### config.mk
export PLATFORM = sky130hd
export DESIGN_NAME = instr_fetch_unit
export DESIGN_NICKNAME = d
export VERILOG_FILES = /design/src/rtl/instr_fetch_unit.sv
export SDC_FILE = /design/constraint.sdc
export NUM_CORES = 1
export LEC_CHECK = 0
export CORE_MARGIN = 2
export CORE_UTILIZATION = 45
export DETAILED_ROUTE_END_ITERATION = 6
export MAX_ROUTING_LAYER = met4
export PLACE_DENSITY_LB_ADDON = 0.3
export SLEW_MARGIN = 20
export SYNTH_ARGS = -nofsm -noshare
export SYNTH_HDL_FRONTEND = slang
export SYNTH_SLANG_ARGS = --single-unit
### constraint.sdc
create_clock -name clk -period 4.32 [get_ports clk]
set_input_delay 0.432 -clock clk [delete_from_list [all_inputs] [get_ports clk]]
set_output_delay 0.432 -clock clk [all_outputs]
set_load 0.05 [all_outputs]
### src/rtl/instr_fetch_unit.sv
// instr_fetch_unit: fetches the word at PCValue from variable-latency instruction memory into the IF/ID register.
// Define IFU_STALL_COUNT_EN to build the saturating stop-cycle counter on stall_cycles.
module instr_fetch_unit #(
    parameter int N = 32,
    parameter int MEM_ADDR_W = 10,
    parameter logic [31:0] TEXT_BASE = 32'h0040_0000
) (
    input  logic                  clk,
    input  logic                  reset,
    input  logic [N-1:0]          PCValue,
    input  logic                  flush,
    input  logic                  id_stall,
    output logic                  mem_req,
    output logic [MEM_ADDR_W-1:0] mem_addr,
    input  logic                  mem_ready,
    input  logic [31:0]           mem_rdata,
    output logic [31:0]           Instruction,
    output logic [N-1:0]          InstrPC,
    output logic                  InstrValid,
    output logic                  stop,
    output logic                  addr_fault,
    output logic [31:0]           stall_cycles
);
    typedef enum logic [1:0] {IDLE, REQ, KILL} state_t;
    localparam logic [N-1:0] BASE = N'(TEXT_BASE);
    state_t state;
    logic [N-1:0] req_pc, offset;
    logic legal, issue, capture;
    assign offset = PCValue - BASE;
    assign legal = PCValue[1:0] == 2'b00 && PCValue >= BASE && offset < (N'(1) << (MEM_ADDR_W + 2));
    // Issuing while the register is draining is safe: it empties on the same edge.
    assign issue = state == IDLE && legal && !addr_fault && !flush && !(InstrValid && id_stall);
    assign capture = state == REQ && mem_ready && !flush;
    assign stop = reset || !(flush || (state == REQ && mem_ready));
    always_ff @(posedge clk or posedge reset) begin
        if (reset) begin
            state       <= IDLE;
            mem_req     <= 1'b0;
            mem_addr    <= '0;
            req_pc      <= BASE;
            Instruction <= '0;
            InstrPC     <= BASE;
            InstrValid  <= 1'b0;
            addr_fault  <= 1'b0;
        end else begin
            case (state)
                IDLE: begin
                    if (issue) begin
                        mem_req  <= 1'b1;
                        mem_addr <= offset[MEM_ADDR_W+1:2];
                        req_pc   <= PCValue;
                        state    <= REQ;
                    end else if (!legal) begin
                        addr_fault <= 1'b1;
                    end
                end
                REQ: begin
                    if (mem_ready) begin
                        mem_req <= 1'b0;
                        state   <= IDLE;
                    end else if (flush) begin
                        state <= KILL;
                    end
                end
                KILL: begin
                    if (mem_ready) begin
                        mem_req <= 1'b0;
                        state   <= IDLE;
                    end
                end
                default: state <= IDLE;
            endcase
            if (capture) begin
                Instruction <= mem_rdata;
                InstrPC     <= req_pc;
                InstrValid  <= 1'b1;
            end else if (flush) begin
                Instruction <= '0;
                InstrValid  <= 1'b0;
            end else if (!id_stall) begin
                InstrValid <= 1'b0;
            end
        end
    end
`ifdef IFU_STALL_COUNT_EN
    always_ff @(posedge clk or posedge reset) begin
        if (reset)
            stall_cycles <= '0;
        else if (stop && stall_cycles != '1)
            stall_cycles <= stall_cycles + 32'd1;
    end
`else
    assign stall_cycles = '0;
`endif
endmodule

======== Yosys cells after proc, flatten, opt, wreduce, memory -nomap -nowiden ========
Index checks and enable logic that the tools add are counted.
word-level totals
  bits of input ports ..................... 69
  output and inout port bits .............. 110
  ROM bits ................................ 0
  bits in registers ....................... 111
  latch bits .............................. 0
  bits in writable memories ............... 0
  word-level logic and storage cells ...... 57
  memories kept ........................... 0
operators by class
  divide/modulo/power cells ............... 0
  bitwise operators ....................... 2
  $add $sub $neg .......................... 1
  equal/unequal tests ..................... 7
  order comparisons ....................... 2
  reductions and logical operators ........ 24
  muxes and demuxes ....................... 13
  $mul .................................... 0
  shifts and indexed selects .............. 0
operator list
  cell                      number
  $mux W32                  2
  $ge A32 B23 Y1 const B    1
  $lt A32 B13 Y1 const B    1
  $sub A32 B23 Y32 const B  1
  $logic_and A1 B1 Y1       9
  $reduce_and A3 Y1         3
  $mux W2                   4
  $pmux W2 S3               1
  $mux W1                   5
  $logic_not A1 Y1          4
  $logic_not A2 Y1          2
  $ne A2 B2 Y1 const B      2
  $reduce_bool A2 Y1        2
  $ne A3 B2 Y1 const B      1
  $ne A3 B3 Y1 const B      1
  $eq A2 B1 Y1 const B      1
  $eq A2 B2 Y1 const B      1
  $logic_or A1 B1 Y1        2
  $ne A2 B1 Y1 const B      1
  $not A1 Y1                2
  $pmux W1 S2               1
  $reduce_and A2 Y1         1
  $reduce_or A2 Y1          1

======== Longest topological paths before layout ========
Gate-level depths: netlist (run 1).
  depth in word-level cells ............... 9
  depth in mapped cells ................... 7
  mapped depth without buffers ............ 6

======== Worst setup path after synthesis (run 1) ========
No wires, ideal clock.
  path type ............................... register to output
  start ................................... register state[1]
  end ..................................... output port stop
  setup slack ............................. 2,338 ps
  arrival ................................. 1,550 ps
  cell stages (with the launch flop) ...... 6
  path buffers ............................ 1
  required time ........................... 3,888 ps
  path through ............................ dfrtp_1 > inv_1 > ha_1 > a21oi_1 > clkbuf_1 > or2_2
between the ends
  longest elaborated chain between the ends .. 5
RTL lines
  what                    line  source
  start, declared         26    state_t state;
  start signal, assigned  37    state <= IDLE;
  start signal, assigned  52    state <= REQ;
  start signal, assigned  60    state <= IDLE;
  $eq A2 B1 Y1            34    assign stop = reset || !(flush || (state == REQ && mem_ready));
  $logic_and A1 B1 Y1     34
  $logic_or A1 B1 Y1      34
  $logic_not A1 Y1        34
  $logic_or A1 B1 Y1      34
  end, declared           20    output logic stop,
No other way between the ends.

======== Worst setup path in the final report (run 1) ========
Same ends and word-level chain as after synthesis.

==> results of run 1 <==
## metrics by stage
step                      area, um2  instances  setup slack (ps)
after global routing           5700        547              1549
after CTS                      5698        547              1609
after floorplan                4223        328              1244
final                          5700        547              1665
after detailed placement       5485        531              1516
after global placement         5485        531              1616
## cell type report
type	count	area [um2]	area share
multi-input cells	169	1315	0.2307
flip-flops and latches	101	2530	0.4438
well taps	108	135.1	0.02371
inverters	3	16.27	0.002853
repair buffers	150	1491	0.2616
clock inverters	7	88.84	0.01558
clock buffers	9	123.9	0.02173
## sequential cells by signal, summed over array words and instances (netlist names)
signal,count
InstrPC,32
InstrValid,1
Instruction,32
addr_fault,1
mem_addr,9
mem_req,1
req_pc,23
state,2
## layer usage
| metal | share of wire | vias up |
|---|---|---|
| met1 | 0.43 | 1319 |
| met4 | 0.012 | 0 |
| met3 | 0.054 | 10 |
| li1 | - | 1240 |
| met5 | 0 | - |
| met2 | 0.51 | 104 |
## cells in the final DEF, fill, tap and decap left out
cell type,count
mux2_2,37
dfrtp_1,99
or4b_1,1
o21bai_1,1
clkbuf_8,9
a21oi_2,1
clkdlybuf4s50_1,146
inv_8,3
nor3b_1,1
nor3_4,1
mux2_1,6
inv_1,2
o21ai_0,3
nor2b_1,23
nand2b_1,1
nor3_1,2
ha_1,4
bufinv_16,1
a22o_1,32
mux2i_1,1
nor2_4,1
nand4_1,2
clkinvlp_4,1
buf_4,4
a21oi_1,1
dfstp_2,2
inv_6,3
or3_1,1
conb_1,32
or2_2,2
a311oi_1,1
nand3_1,2
o211ai_1,1
nand2_1,3
nor4_1,3
nor4b_2,1
o21a_1,2
nor2_1,3
## critical path: stages, from the launching register on
cell and delay (ps):
dfrtp_1 410, inv_1 90, ha_1 230, a21oi_2 200
or2_2 140, clkdlybuf4s50_1 800
## report_power, final
group | switching (mW) | internal, mW
combinational | 0.103 | 0.0621
clock | 0.358 | 0.284
sequential | 0.000895 | 0.946
## worst paths after layout
kind / endpoint / slack, ps
worst min register to register: req_pc[17] / 500
min in group asynchronous: Instruction[12] / 610
worst min-delay path: req_pc[17] / 500
max in group asynchronous: req_pc[16] / 3060
worst max-delay path: stop / 1670
worst max register to register: Instruction[19] / 1950
## cells by family after synthesis
group           synth area share
flops                     0.6161
buf+inv                  0.09476
simple gates             0.07191
mux                       0.1204
compound gates           0.08379
fa+ha+maj                0.01219
other cells            0.0009132
==> flow_metrics.env, run 1 <==
export IMPL_grt_pass1_wl_um=13770
export IMPL_drc=0
export IMPL_ir_drop_mv=0.1823
export IMPL_wl_per_cell_um=15.54
export IMPL_place_congestion=0.7665
export IMPL_grt_pass1_vias=2788
export IMPL_startpoint="state[1]"
export IMPL_track_usage=0.1799
export IMPL_rsz0062_at_grt="false"
export IMPL_met3_usage=0.03725
export IMPL_diodes=0
export IMPL_port_buffers=146
export IMPL_grtUsageMet2=0.2900
export IMPL_synth_top_area_frac=0.6033
export IMPL_row_count=34
export IMPL_finalCritPeriodShare=0.6146
export IMPL_syn_area_um2=4106
export IMPL_postCtsHoldBufs=0
export IMPL_fillCellCount=667
export IMPL_grt_max_degree=92
export IMPL_yosysTopAreaCell="dfrtp_1"
export IMPL_synth_area_leaders="dfrtp_1 (60%), mux2_2 (10%), buf_4 (7.7%)"
export IMPL_core_um2=8806
export IMPL_clk_pin_slew_ps=110
export IMPL_fmax_ghz=0.3767
export IMPL_avgSynthCellArea_um2=13.83
export IMPL_yosysSeqAreaShare=0.6161
export IMPL_use_met1=0.2284
export IMPL_end_kind="output port"
export IMPL_r2r_start="state[1]"
export IMPL_max_cap_violations=0
export IMPL_gr_total_overflow=0
export IMPL_cts_setup_buffers=0
export IMPL_antenna_found_initial=0
export IMPL_required_ps=3890
export IMPL_cts_tree="done"
export IMPL_yosysWarningCount=0
export IMPL_yosysUniqueCellTypes=33
export IMPL_dieArea_um2=9905
export IMPL_ant_nets=0
export IMPL_fp_dieW_um=99.53
export IMPL_finalHoldViolations=0
export IMPL_cts_sinks=101
export IMPL_drt_initial_drc_count=94
export IMPL_power_leakage_nw=2.694
export IMPL_die_h_um=99.53
export IMPL_cp_start_kind="flip-flop"
export IMPL_insertion_delay_ps=370
export IMPL_min_period_ps=2655
export IMPL_wirelength_um=8503
export IMPL_drt_pass1_iter_count=4
export IMPL_io_pins=179
export IMPL_start_util=0.4663
export IMPL_route_vias_total=2673
export IMPL_hold_path_depth=1
export IMPL_critical_path_peak_fanout=5
export IMPL_finClkSkew_ps=10.32
export IMPL_critPathKind="flip-flop to output port"
export IMPL_r2r_cells=6
export IMPL_drive_above_1_share=0.1503
export IMPL_synth_edf_count=0
export IMPL_top_usage_layer="met2"
export IMPL_outcome="finished, final reports clean"
export IMPL_ctsResizeCount=0
export IMPL_root_buffer="clkbuf_8"
export IMPL_clockBufferDepth=2
export IMPL_hpwlAfterDp_um=6002
export IMPL_syn_to_final_growth_pct=38.82
export IMPL_finalPower_mw=1.754
export IMPL_slew_headroom=0.3174
export IMPL_p_per_area_nw_per_um2=307.7
export IMPL_synthArstFlopShare=1.000
export IMPL_tns_ps=0
export IMPL_arrival_ps=2220
export IMPL_tightestPinTransition_ps=1021
export IMPL_min_path_type="flip-flop to flip-flop"
export IMPL_drv_slew=0
export IMPL_viasPerCell=4.887
export IMPL_synthFlopType="dfrtp_1"
export IMPL_nets=507
export IMPL_cts_buffers=9
export IMPL_worst_hold_slack_ps=504.7
export IMPL_ys_ff_latch=101
export IMPL_final_util=0.6473
export IMPL_netlist_top_cells_count="dfrtp_1 (99), buf_4 (42), mux2_2 (37)"
export IMPL_htree_num_levels=3
export IMPL_synth_most_common_cell="dfrtp_1"
export IMPL_synthCells=297
export IMPL_min_delay_start="req_pc[17]"
export IMPL_setup_viol=0
No activity file was read; power rests on OpenSTA's default activity.
==> run 2, diff against run 1 <==
Settings changed: CORE_UTILIZATION 45 to 38.
Clock period 4.32 ns to 2.2 ns, I/O delays scaled along.
==> run 2 against run 1 <==
Net effect: worst setup slack lost 1400 ps; clock skew grew 12 ps; flip-flop and latch count did not move; first-iteration DRC count down 35%; largest cell class unchanged; highest routed layer unchanged.
==> flow_metrics.env, run 2 (synthesis results as in run 1) <==
export IMPL_wl_per_cell_um=14.33
export IMPL_power_leakage_nw=2.725
export IMPL_wirelength_um=8312
export IMPL_rsz0062_at_grt="false"
export IMPL_slowest_stage="clkdlybuf4s50_1"
export IMPL_place_congestion=0.6756
export IMPL_worst_hold_slack_ps=314.0
export IMPL_end_kind="output port"
export IMPL_finClkSkew_ps=21.89
export IMPL_hpwlAfterDp_um=5924
export IMPL_track_usage=0.1544
export IMPL_fmax_ghz=0.5182
export IMPL_cts_tree="done"
export IMPL_dieArea_um2=11650
export IMPL_drive_above_1_share=0.1599
export IMPL_finalCritPeriodShare=0.8771
export IMPL_core_um2=10420
export IMPL_drc=0
export IMPL_tns_ps=0
export IMPL_clk_pin_slew_ps=110
export IMPL_finalHoldViolations=0
export IMPL_fillCellCount=889
export IMPL_io_pins=179
export IMPL_route_vias_total=2702
export IMPL_cts_sinks=101
export IMPL_gr_total_overflow=0
export IMPL_port_buffers=146
export IMPL_pre_cts_ws_ps=90.03
export IMPL_viasPerCell=4.659
export IMPL_critical_path_peak_fanout=2
export IMPL_min_path_type="primary input to async pin"
export IMPL_cts_setup_buffers=0
export IMPL_grt_max_degree=57
export IMPL_drt_initial_drc_count=61
export IMPL_fp_dieW_um=108.0
export IMPL_worst_slack_ps=270.3
export IMPL_critPathKind="flip-flop to output port"
export IMPL_slew_headroom=0.6301
export IMPL_root_buffer="clkbuf_8"
export IMPL_mostFrequentLayoutCell="clkdlybuf4s50_1"
export IMPL_clockBufferDepth=2
export IMPL_cp_buffers_inverters=1
export IMPL_grt_pass1_vias=2744
export IMPL_max_cap_violations=0
export IMPL_ctsResizeCount=0
export IMPL_grt_pass1_wl_um=13730
export IMPL_crit_path_cell_trace="clkdlybuf4s50_1"
export IMPL_diodes=0
export IMPL_ant_nets=0
export IMPL_required_ps=1980
export IMPL_cp_start_kind="flip-flop"
export IMPL_slowest_delay_ps=820
export IMPL_reg_top3="InstrPC x32, Instruction x32, req_pc x23"
export IMPL_setup_viol=0
export IMPL_final_cell_mix="clkdlybuf4s50_1 (145), dfrtp_1 (99), mux2_2 (37)"
export IMPL_die_h_um=108.0
export IMPL_row_count=37
export IMPL_antenna_found_initial=0
export IMPL_cp_top_family="buffers and inverters"
export IMPL_syn_to_final_growth_pct=41.53
export IMPL_min_period_ps=1930
export IMPL_arrival_ps=1710
export IMPL_finalPower_mw=3.305
export IMPL_tightestPinTransition_ps=554.9
export IMPL_htree_num_levels=3
export IMPL_ir_drop_mv=0.4597
export IMPL_drv_slew=0
export IMPL_outcome="finished, final reports clean"
export IMPL_cts_buffers=9
export IMPL_nets=512
export IMPL_p_per_area_nw_per_um2=568.7
export IMPL_drt_pass1_iter_count=4
export IMPL_insertion_delay_ps=360
export IMPL_start_util=0.3942
export IMPL_postCtsHoldBufs=0
==> run 2: through the flow <==
stage | area (um2) | util | cells
final | 5812 | 0.5580 | 580
after global routing | 5812 | 0.5580 | 580
after CTS | 5812 | 0.5580 | 580
after detailed placement | 5619 | 0.5395 | 564
after global placement | 5619 | 0.5395 | 564
after floorplan | 4227 | - | 328
==> run 2: final cells by class <==
class / instances / area, um2 / share of cell area
clock buffers: 10 / 127.6 / 0.02196
clock inverters: 6 / 65.06 / 0.01119
inverters: 3 / 15.01 / 0.002583
multi-input cells: 169 / 1315 / 0.2263
flip-flops and latches: 101 / 2530 / 0.4353
well taps: 136 / 170.2 / 0.02928
repair buffers: 155 / 1589 / 0.2734
==> run 2: path summary, 6_finish.rpt <==
check / startpoint / to / slack, ps / depth (start not counted)
setup / recovery: InstrPC[22] / InstrPC[22] / 270 / 1
hold / removal: reset / req_pc[13] / 310 / 3
setup reg to reg: state[0] / mem_addr[4] / 340 / 6
hold reg to reg: req_pc[29] / req_pc[29] / 510 / 1
max in group asynchronous: reset / state[1] / 1360 / 3
min in group clk: mem_rdata[30] / Instruction[30] / 450 / 2
==> run 2: metal layers <==
layer  wire, um  GRT usage  up-vias
met5          0          -        -
met4         74    0.04670        0
met3        584    0.04702        8
met2       4136     0.2453      102
met1       3517     0.1911     1349
li1           -          -     1243
==> run 2: power breakdown <==
group	internal [mW]	switching [mW]
Combinational	0.129	0.202
Sequential	1.86	0.00187
Clock	0.448	0.668
==> run 3, diff against run 2 <==
Settings changed: ABC_AREA from default to 0, TNS_END_PERCENT from default to 1.
==> results of run 3 <==
The final DEF is identical to that of run 2; final timing and power are the same.
